### config.mk
export PLATFORM = sky130hd
export DESIGN_NAME = pc_fetch_sequencer_flat
export DESIGN_NICKNAME = d
export VERILOG_FILES = /design/src/rtl/pc_fetch_if.sv /design/src/rtl/pc_fetch_sequencer.sv /design/src/flat_wrapper.sv
export SDC_FILE = /design/constraint.sdc
export NUM_CORES = 1
export LEC_CHECK = 0
export ABC_AREA = 1
export CORE_UTILIZATION = 57
export CTS_CLUSTER_SIZE = 8
export DETAILED_ROUTE_END_ITERATION = 10
export DONT_BUFFER_PORTS = 1
export PLACE_DENSITY_LB_ADDON = 0.12
export SLEW_MARGIN = 20
export SYNTH_ARGS = -nofsm -noshare
export SYNTH_HDL_FRONTEND = slang
export SYNTH_SLANG_ARGS = --single-unit
### constraint.sdc
create_clock -name clk -period 1.7 [get_ports clk]
set_clock_uncertainty 0.05 [all_clocks]
set_input_delay 0.51 -clock clk [delete_from_list [all_inputs] [get_ports clk]]
set_output_delay 0.51 -clock clk [all_outputs]
set_load 0.005 [all_outputs]
### src/rtl/pc_fetch_if.sv
// ----------------------------------------------------------------------------
// pc_fetch_if
//
// Groups the fetch-sequencer control inputs and status outputs into a single
// bundle shared by the sequencer and the pipeline/debug logic around it.
//
// Signals:
//   stall           - hold the current PC; the same fetch is re-presented
//   redirect        - taken branch or jump from execute
//   redirect_target - new PC when redirect is set
//   halt            - stop fetching until reset
//   pc              - current fetch PC (registered), feeds shiftLPC
//   pc_seq          - pc + 1 modulo 2^PC_WIDTH (combinational link value)
//   fetch_valid     - pc is a real fetch this cycle
//   halted          - sequencer is halted
//   wrapped         - sticky: the PC has incremented from all-ones to zero
//   fetch_count     - saturating count of accepted fetches
//
// Modports:
//   master - the pipeline/control side: drives the controls, reads the status
//   slave  - the sequencer: reads the controls, drives the PC and status
// ----------------------------------------------------------------------------
interface pc_fetch_if #(
    parameter int PC_WIDTH = 12
);
    logic                stall;
    logic                redirect;
    logic [PC_WIDTH-1:0] redirect_target;
    logic                halt;
    logic [PC_WIDTH-1:0] pc;
    logic [PC_WIDTH-1:0] pc_seq;
    logic                fetch_valid;
    logic                halted;
    logic                wrapped;
    logic [15:0]         fetch_count;

    modport master (
        output stall,
        output redirect,
        output redirect_target,
        output halt,
        input  pc,
        input  pc_seq,
        input  fetch_valid,
        input  halted,
        input  wrapped,
        input  fetch_count
    );

    modport slave (
        input  stall,
        input  redirect,
        input  redirect_target,
        input  halt,
        output pc,
        output pc_seq,
        output fetch_valid,
        output halted,
        output wrapped,
        output fetch_count
    );
endinterface

### src/rtl/pc_fetch_sequencer.sv
// ----------------------------------------------------------------------------
// pc_fetch_sequencer
//
// Program-counter sequencer for the fetch stage. Holds the word-index PC,
// advances it on every accepted fetch and applies redirects, stalls and halt.
// The PC feeds the shiftLPC address-expansion stage; fetch-valid, wrap and
// fetch-count status go to decode and debug.
//
// Parameters:
//   PC_WIDTH - PC width in bits (must match the shiftLPC input)
//   RESET_PC - value loaded into pc on reset
//
// Ports:
//   clk - single clock, all state updates on the rising edge
//   rst - synchronous active-high reset
//   bus - pc_fetch_if slave modport (controls in, PC and status out)
//
// Per-edge priority: rst > halt > redirect > stall > increment.
// ----------------------------------------------------------------------------
module pc_fetch_sequencer #(
    parameter int                  PC_WIDTH = 12,
    parameter logic [PC_WIDTH-1:0] RESET_PC = '0
) (
    input  logic     clk,
    input  logic     rst,
    pc_fetch_if.slave bus
);

    typedef enum logic [1:0] {
        BOOT   = 2'd0,  // one cycle after reset, pc not yet a real fetch
        RUN    = 2'd1,  // normal fetching
        BUBBLE = 2'd2,  // one cycle after a redirect
        HALT   = 2'd3   // absorbing until reset
    } state_t;

    localparam logic [15:0] COUNT_MAX = 16'hFFFF;

    state_t              state;
    logic [PC_WIDTH-1:0] pc_q;
    logic                fetch_valid_q;
    logic                halted_q;
    logic                wrapped_q;
    logic [15:0]         fetch_count_q;
    logic [PC_WIDTH-1:0] pc_inc;

    // Link value and next sequential PC; modulo 2^PC_WIDTH by truncation.
    assign pc_inc = pc_q + 1'b1;

    // NOTE: all state below is updated with non-blocking assignments so every
    // register samples the pre-edge values, regardless of statement order.
    always_ff @(posedge clk) begin
        if (rst) begin
            state         <= BOOT;
            pc_q          <= RESET_PC;
            fetch_valid_q <= 1'b0;
            halted_q      <= 1'b0;
            wrapped_q     <= 1'b0;
            fetch_count_q <= '0;
        end else if (state == HALT) begin
            // Absorbing: pc, status and counters are frozen until reset.
            state <= HALT;
        end else if (bus.halt) begin
            // Halt overrides redirect and stall; pc freezes at its value.
            state         <= HALT;
            fetch_valid_q <= 1'b0;
            halted_q      <= 1'b1;
        end else if (bus.redirect) begin
            // A redirect wins over stall; the fetch presented this cycle is
            // discarded and not counted. Loading zero never sets wrapped.
            state         <= BUBBLE;
            pc_q          <= bus.redirect_target;
            fetch_valid_q <= 1'b0;
        end else begin
            unique case (state)
                BOOT, BUBBLE: begin
                    // Proceed to RUN even when stalled; pc holds so the
                    // first RUN cycle fetches the reset/target address.
                    state         <= RUN;
                    fetch_valid_q <= 1'b1;
                end
                RUN: begin
                    if (!bus.stall) begin
                        pc_q <= pc_inc;
                        if (pc_q == {PC_WIDTH{1'b1}}) begin
                            wrapped_q <= 1'b1;
                        end
                        if (fetch_count_q != COUNT_MAX) begin
                            fetch_count_q <= fetch_count_q + 16'd1;
                        end
                    end
                end
                default: begin
                    state <= state;
                end
            endcase
        end
    end

    assign bus.pc          = pc_q;
    assign bus.pc_seq      = pc_inc;
    assign bus.fetch_valid = fetch_valid_q;
    assign bus.halted      = halted_q;
    assign bus.wrapped     = wrapped_q;
    assign bus.fetch_count = fetch_count_q;

endmodule

### src/flat_wrapper.sv
// flat-port wrapper written by rule: the top's interface ports become plain ports
module pc_fetch_sequencer_flat 
#(
    parameter int                  PC_WIDTH = 12,
    parameter logic [PC_WIDTH-1:0] RESET_PC = '0
)
  (clk, rst, bus_stall, bus_redirect, bus_redirect_target, bus_halt, bus_pc, bus_pc_seq, bus_fetch_valid, bus_halted, bus_wrapped, bus_fetch_count);
  pc_fetch_if #(.PC_WIDTH(PC_WIDTH)) bus_i ();
  input  logic clk;
  input  logic rst;
  input wire logic [$bits(bus_i.stall)-1:0] bus_stall;
  input wire logic [$bits(bus_i.redirect)-1:0] bus_redirect;
  input wire logic [$bits(bus_i.redirect_target)-1:0] bus_redirect_target;
  input wire logic [$bits(bus_i.halt)-1:0] bus_halt;
  output wire logic [$bits(bus_i.pc)-1:0] bus_pc;
  output wire logic [$bits(bus_i.pc_seq)-1:0] bus_pc_seq;
  output wire logic [$bits(bus_i.fetch_valid)-1:0] bus_fetch_valid;
  output wire logic [$bits(bus_i.halted)-1:0] bus_halted;
  output wire logic [$bits(bus_i.wrapped)-1:0] bus_wrapped;
  output wire logic [$bits(bus_i.fetch_count)-1:0] bus_fetch_count;
  assign bus_i.stall = bus_stall;
  assign bus_i.redirect = bus_redirect;
  assign bus_i.redirect_target = bus_redirect_target;
  assign bus_i.halt = bus_halt;
  assign bus_pc = bus_i.pc;
  assign bus_pc_seq = bus_i.pc_seq;
  assign bus_fetch_valid = bus_i.fetch_valid;
  assign bus_halted = bus_i.halted;
  assign bus_wrapped = bus_i.wrapped;
  assign bus_fetch_count = bus_i.fetch_count;
  pc_fetch_sequencer #(.PC_WIDTH(PC_WIDTH), .RESET_PC(RESET_PC)) u_core (.clk(clk), .rst(rst), .bus(bus_i));
endmodule
Word-level counts from Yosys, hierarchy flattened
Cells that the tools add are included.
{"block": "totals", "ff_bits": 33, "latch_bits": 0, "mem_bits_rw": 0, "rom_bits": 0, "elab_cells": 38, "memories": 0}
{"block": "op_classes", "add_sub_neg": 2, "n_mul": 0, "div_mod_pow": 0, "magnitude_cmp": 0, "eq_ne": 6, "shift": 0, "n_mux": 10, "bitwise_logic": 4, "reduce_logical": 10}
{"cell": "12-bit two-way mux", "count": 3}
{"cell": "16-bit by 1-bit adder with 16-bit output, second input constant", "count": 1}
{"cell": "16-bit != test, second input constant", "count": 1}
{"cell": "12-bit by 1-bit adder with 12-bit output, second input constant", "count": 1}
{"cell": "12-bit equality test, second input constant", "count": 1}
{"cell": "6-bit AND reduction", "count": 2}
{"cell": "2-bit two-way mux", "count": 4}
{"cell": "2-bit equality test, second input constant", "count": 2}
{"cell": "1-bit inverter", "count": 4}
{"cell": "2-bit AND reduction", "count": 2}
{"cell": "4-bit AND reduction", "count": 1}
{"cell": "4-bit nonzero test", "count": 1}
{"cell": "1-bit two-way mux", "count": 3}
{"cell": "3-bit nonzero test", "count": 1}
{"cell": "2-bit by 1-bit equality test with 1-bit output, second input constant", "count": 1}
{"cell": "2-bit zero test", "count": 1}
{"cell": "2-bit by 1-bit != test with 1-bit output, second input constant", "count": 1}
{"cell": "2-bit nonzero test", "count": 1}
{"cell": "2-bit OR reduction", "count": 1}

Depth between registers and ports, before layout
{"block": "logic_depth", "ltp_word": 6, "depth_mapped": 9}

Worst setup path after synthesis
OpenSTA, ideal clock, no wires.
{"block": "synth_path", "path_kind": "register to output", "startpoint": "register u_core.pc_q[0] (netlist: u_core.bus.pc[0])", "endpoint": "output bus_pc_seq[8]", "arrival_time_ps": 1151, "t_required_ps": 1140, "setup_slack_ps": -11, "stages_incl_launch_ff": 6, "path_cell_list": "dfxtp_1 > ha_1 > nand3_1 > nor3_1 > or2_2 > and2_1"}
{"block": "synth_via", "elab_chain_cells": 1}
{"item": "start, declared", "line": "pc_fetch_sequencer.sv:39", "rtl": "logic [PC_WIDTH-1:0] pc_q;"}
{"item": "start signal, assigned", "line": "pc_fetch_sequencer.sv:71", "rtl": "pc_q <= bus.redirect_target;"}
{"item": "start signal, assigned", "line": "pc_fetch_sequencer.sv:83", "rtl": "pc_q <= pc_inc;"}
{"item": "12-bit by 1-bit adder with 12-bit output", "line": "pc_fetch_sequencer.sv:47", "rtl": "assign pc_inc = pc_q + 1'b1;"}
{"item": "end, declared", "line": "flat_wrapper.sv:16", "rtl": "output wire logic [$bits(bus_i.pc_seq)-1:0] bus_pc_seq;"}
No other way between the ends.

Final worst setup path
{"block": "layout_path", "startpoint": "register u_core.pc_q[1] (netlist: u_core.bus.pc[1])", "endpoint": "output bus_pc_seq[10]"}
Same word-level chain as after synthesis.

==> flow_metrics.tcl <==
set metrics [dict create \
    die_area_um2 3730 \
    ant_nets 0 \
    pwr-share-comb 0.129 \
    tns_ns -2.13 \
    finalPower_w 0.00182 \
    syn_nets 310 \
    fin_crit_sh 1.18 \
    required_ns 1.14 \
    core-area_um2 3340 \
    slew_violations 0 \
    htree_levels 2 \
    numCtsBuffers 5 \
    power_switching_w 0.000452 \
    synth.lib_cells_used.distinct 30 \
    setup_ws_ns -0.309 \
    total_leakage_power_nw 0.985 \
    cp.arrival_ns 1.45 \
    cts-root-buf "clkbuf_4" \
    chipHeight_um 61.1 \
    grt_pass1_vias 1844 \
    status "finished with violations" \
    worstHoldPathCells 1 \
    grt_usage 0.281 \
    place.gp.congestion 0.846 \
    crit_type "reg2out" \
    syn_area_um2 1990 \
    place_area_um2 2210 \
    diodes 0 \
    die_width_um 61.1 \
    vdd_drop_max_mv 0.524 \
    drc 0 \
    initial_core_util 0.596 \
    final_hold_viol_count 0 \
    antenna_found_initial 0 \
    synth_seq_cells 33 \
    tightest_slew_ns 0.406 \
    fin_nets 340 \
    cts_tree "done" \
    wl_per_cell_um 13.9 \
    seqPwrFrac 0.462 \
    crit_path_max_fanout 3 \
    drtIter0Drc 227 \
    rrSetupSlack_ns 0.14 \
    ys_warn_count 0 \
    cp-end-kind "primary output" \
    vias_per_cell 5.59 \
    r2r-end "u_core.bus.fetch_count[14]" \
    stdcell_area_um2 2540 \
    yosysSeqAreaShare 0.332 \
    gr-total-overflow 0 \
    placement.io_buffers 0 \
    start_kind "flip-flop" \
    rsz0062_at_grt "yes" \
    cts.sinks 33 \
    syn_to_final_growth_pct 27.6 \
    min_from "rst" \
    cts_hold_buf 0 \
    worstHoldPathType "in2reg" \
    max_freq_mhz 498 \
    synth.top_cell.area_share 0.332 \
    grt_pass1_wl_mm 7.71 \
    final_cell_mix "69 x nand2_1, 31 x nor2_1, 31 x buf_4" \
    syn_area_per_cell_um2 6.83 \
    slew_headroom 0.729 \
    vias 2058 \
    cap_violations 0 \
    setup_viol 10 \
    power_density_nw_per_um2 718 \
    routed_wl_mm 5.13 \
    grt_max_degree 19 \
    intPower_w 0.00137 \
    drive_gt1_frac 0.301 \
    clk_pin_slew_ns 0.11 \
    clock_latency_ns 0.34 \
    whs_ns 0.166 \
    netlist_instances 291 \
    ys_top_cells_by_area "dfxtp_1 33%, nand2_1 14%, nor2_1 6.4%" \
    rows 21 \
    clk_path_buf_depth 2 \
    firstDrtPassIters 4 \
    final_common_cell "nand2_1" \
    dp_hpwl_mm 3.49 \
    r2r-start "u_core.bus.fetch_count[1]" \
    yosysTopAreaCell "dfxtp_1" \
    pin_count 60 \
    clockPowerShare 0.409 \
    violations "setup timing" \
    rr_worst_depth 8 \
    swShare 0.248 \
    finalCriticalPeriod_ns 2.01 \
    hold_end "u_core.bus.fetch_count[3]" \
    nFillCells 262 \
]
==> cell type report <==
cell class	instances	area, um2	share of cell area
clock buffer	5	37.5	0.0148
clock inverter	3	65.1	0.0256
inverter	24	90.1	0.0355
multi-input combinational	223	1340	0.529
sequential	33	671	0.264
tap	46	57.6	0.0227
timing repair buffer	34	275	0.108
==> power groups by stage <==
stage / clock, W / combinational (W) / sequential, W
after detailed placement: 0 / 0.000182 / 0.000851
final: 0.000745 / 0.000235 / 0.000841
after global routing: 0.000790 / 0.000259 / 0.000846
after global placement: 0 / 0.000179 / 0.000851
after CTS: 0.000754 / 0.000217 / 0.000838
after floorplan: 0 / 0.000123 / 0.000856
==> kinds of logic after synthesis <==
group,share of synthesized area
xor+xnor,0.0441
flops,0.332
compound gates,0.166
fa+ha+maj,0.0126
simple gates,0.362
buf+inv,0.0837
==> how the worst max path moves through the flow <==
| stage | to | slack [ns] | startpoint |
|---|---|---|---|
| after floorplan | bus_pc_seq[8] | 0.02 | u_core.bus.pc[0] |
| after global placement | bus_pc_seq[6] | 0.008 | u_core.bus.pc[1] |
| after detailed placement | bus_pc_seq[6] | -0.04 | u_core.bus.pc[1] |
| after CTS | bus_pc_seq[6] | -0.26 | u_core.bus.pc[1] |
| after global routing | bus_pc_seq[10] | -0.40 | u_core.bus.pc[1] |
| final | bus_pc_seq[10] | -0.31 | u_core.bus.pc[1] |
==> routing by layer <==
| layer | vias to the layer above | track usage | part of all wire |
|---|---|---|---|
| li1 | 1016 | - | - |
| met3 | 8 | 0.105 | 0.085 |
| met5 | - | 0 | 0 |
| met2 | 88 | 0.424 | 0.47 |
| met1 | 946 | 0.354 | 0.43 |
| met4 | 0 | 0.133 | 0.013 |
==> registers in the layout, indices dropped and copies added, names as in the netlist <==
register                flops
u_core.state                2
u_core.bus.fetch_valid      1
u_core.bus.fetch_count     16
u_core.bus.halted           1
u_core.bus.pc              12
u_core.bus.wrapped          1
==> through the flow <==
step | utilization | instances | worst slack, ns
global placement | 0.663 | 356 | 0.00751
finish | 0.760 | 368 | -0.309
global route | 0.760 | 368 | -0.398
CTS | 0.741 | 367 | -0.258
floorplan | - | 291 | 0.0210
detailed placement | 0.663 | 356 | -0.0409
==> worst max-delay path: stages (launching register included) <==
cell and delay [ns]:
dfxtp_2 0.38, ha_4 0.16, nand3_4 0.11, nor2_4 0.14, nand2_2 0.10, xor2_2 0.23
==> cell usage after synthesis (all sizes together) <==
| cell | count |
|---|---|
| nand2 | 81 |
| o21a | 1 |
| nand3 | 20 |
| or2 | 1 |
| dfxtp | 33 |
| and2 | 3 |
| o21ai | 20 |
| nor2 | 39 |
| clkbuf | 3 |
| xnor2 | 3 |
| xor2 | 7 |
| inv | 24 |
| buf | 8 |
| nor3 | 2 |
| nand4 | 8 |
| a21oi | 33 |
| a31oi | 3 |
| ha | 2 |
==> timing repair <==
| action | in CTS | in global routing |
|---|---|---|
| pin swaps | 5 | 9 |
| cloned | 0 | 0 |
| setup buffers | 3 | 2 |
| endpoints found under the setup margin | 10 | 13 |
| resized for setup | 31 | 13 |
(Power assumes the default switching activity.)
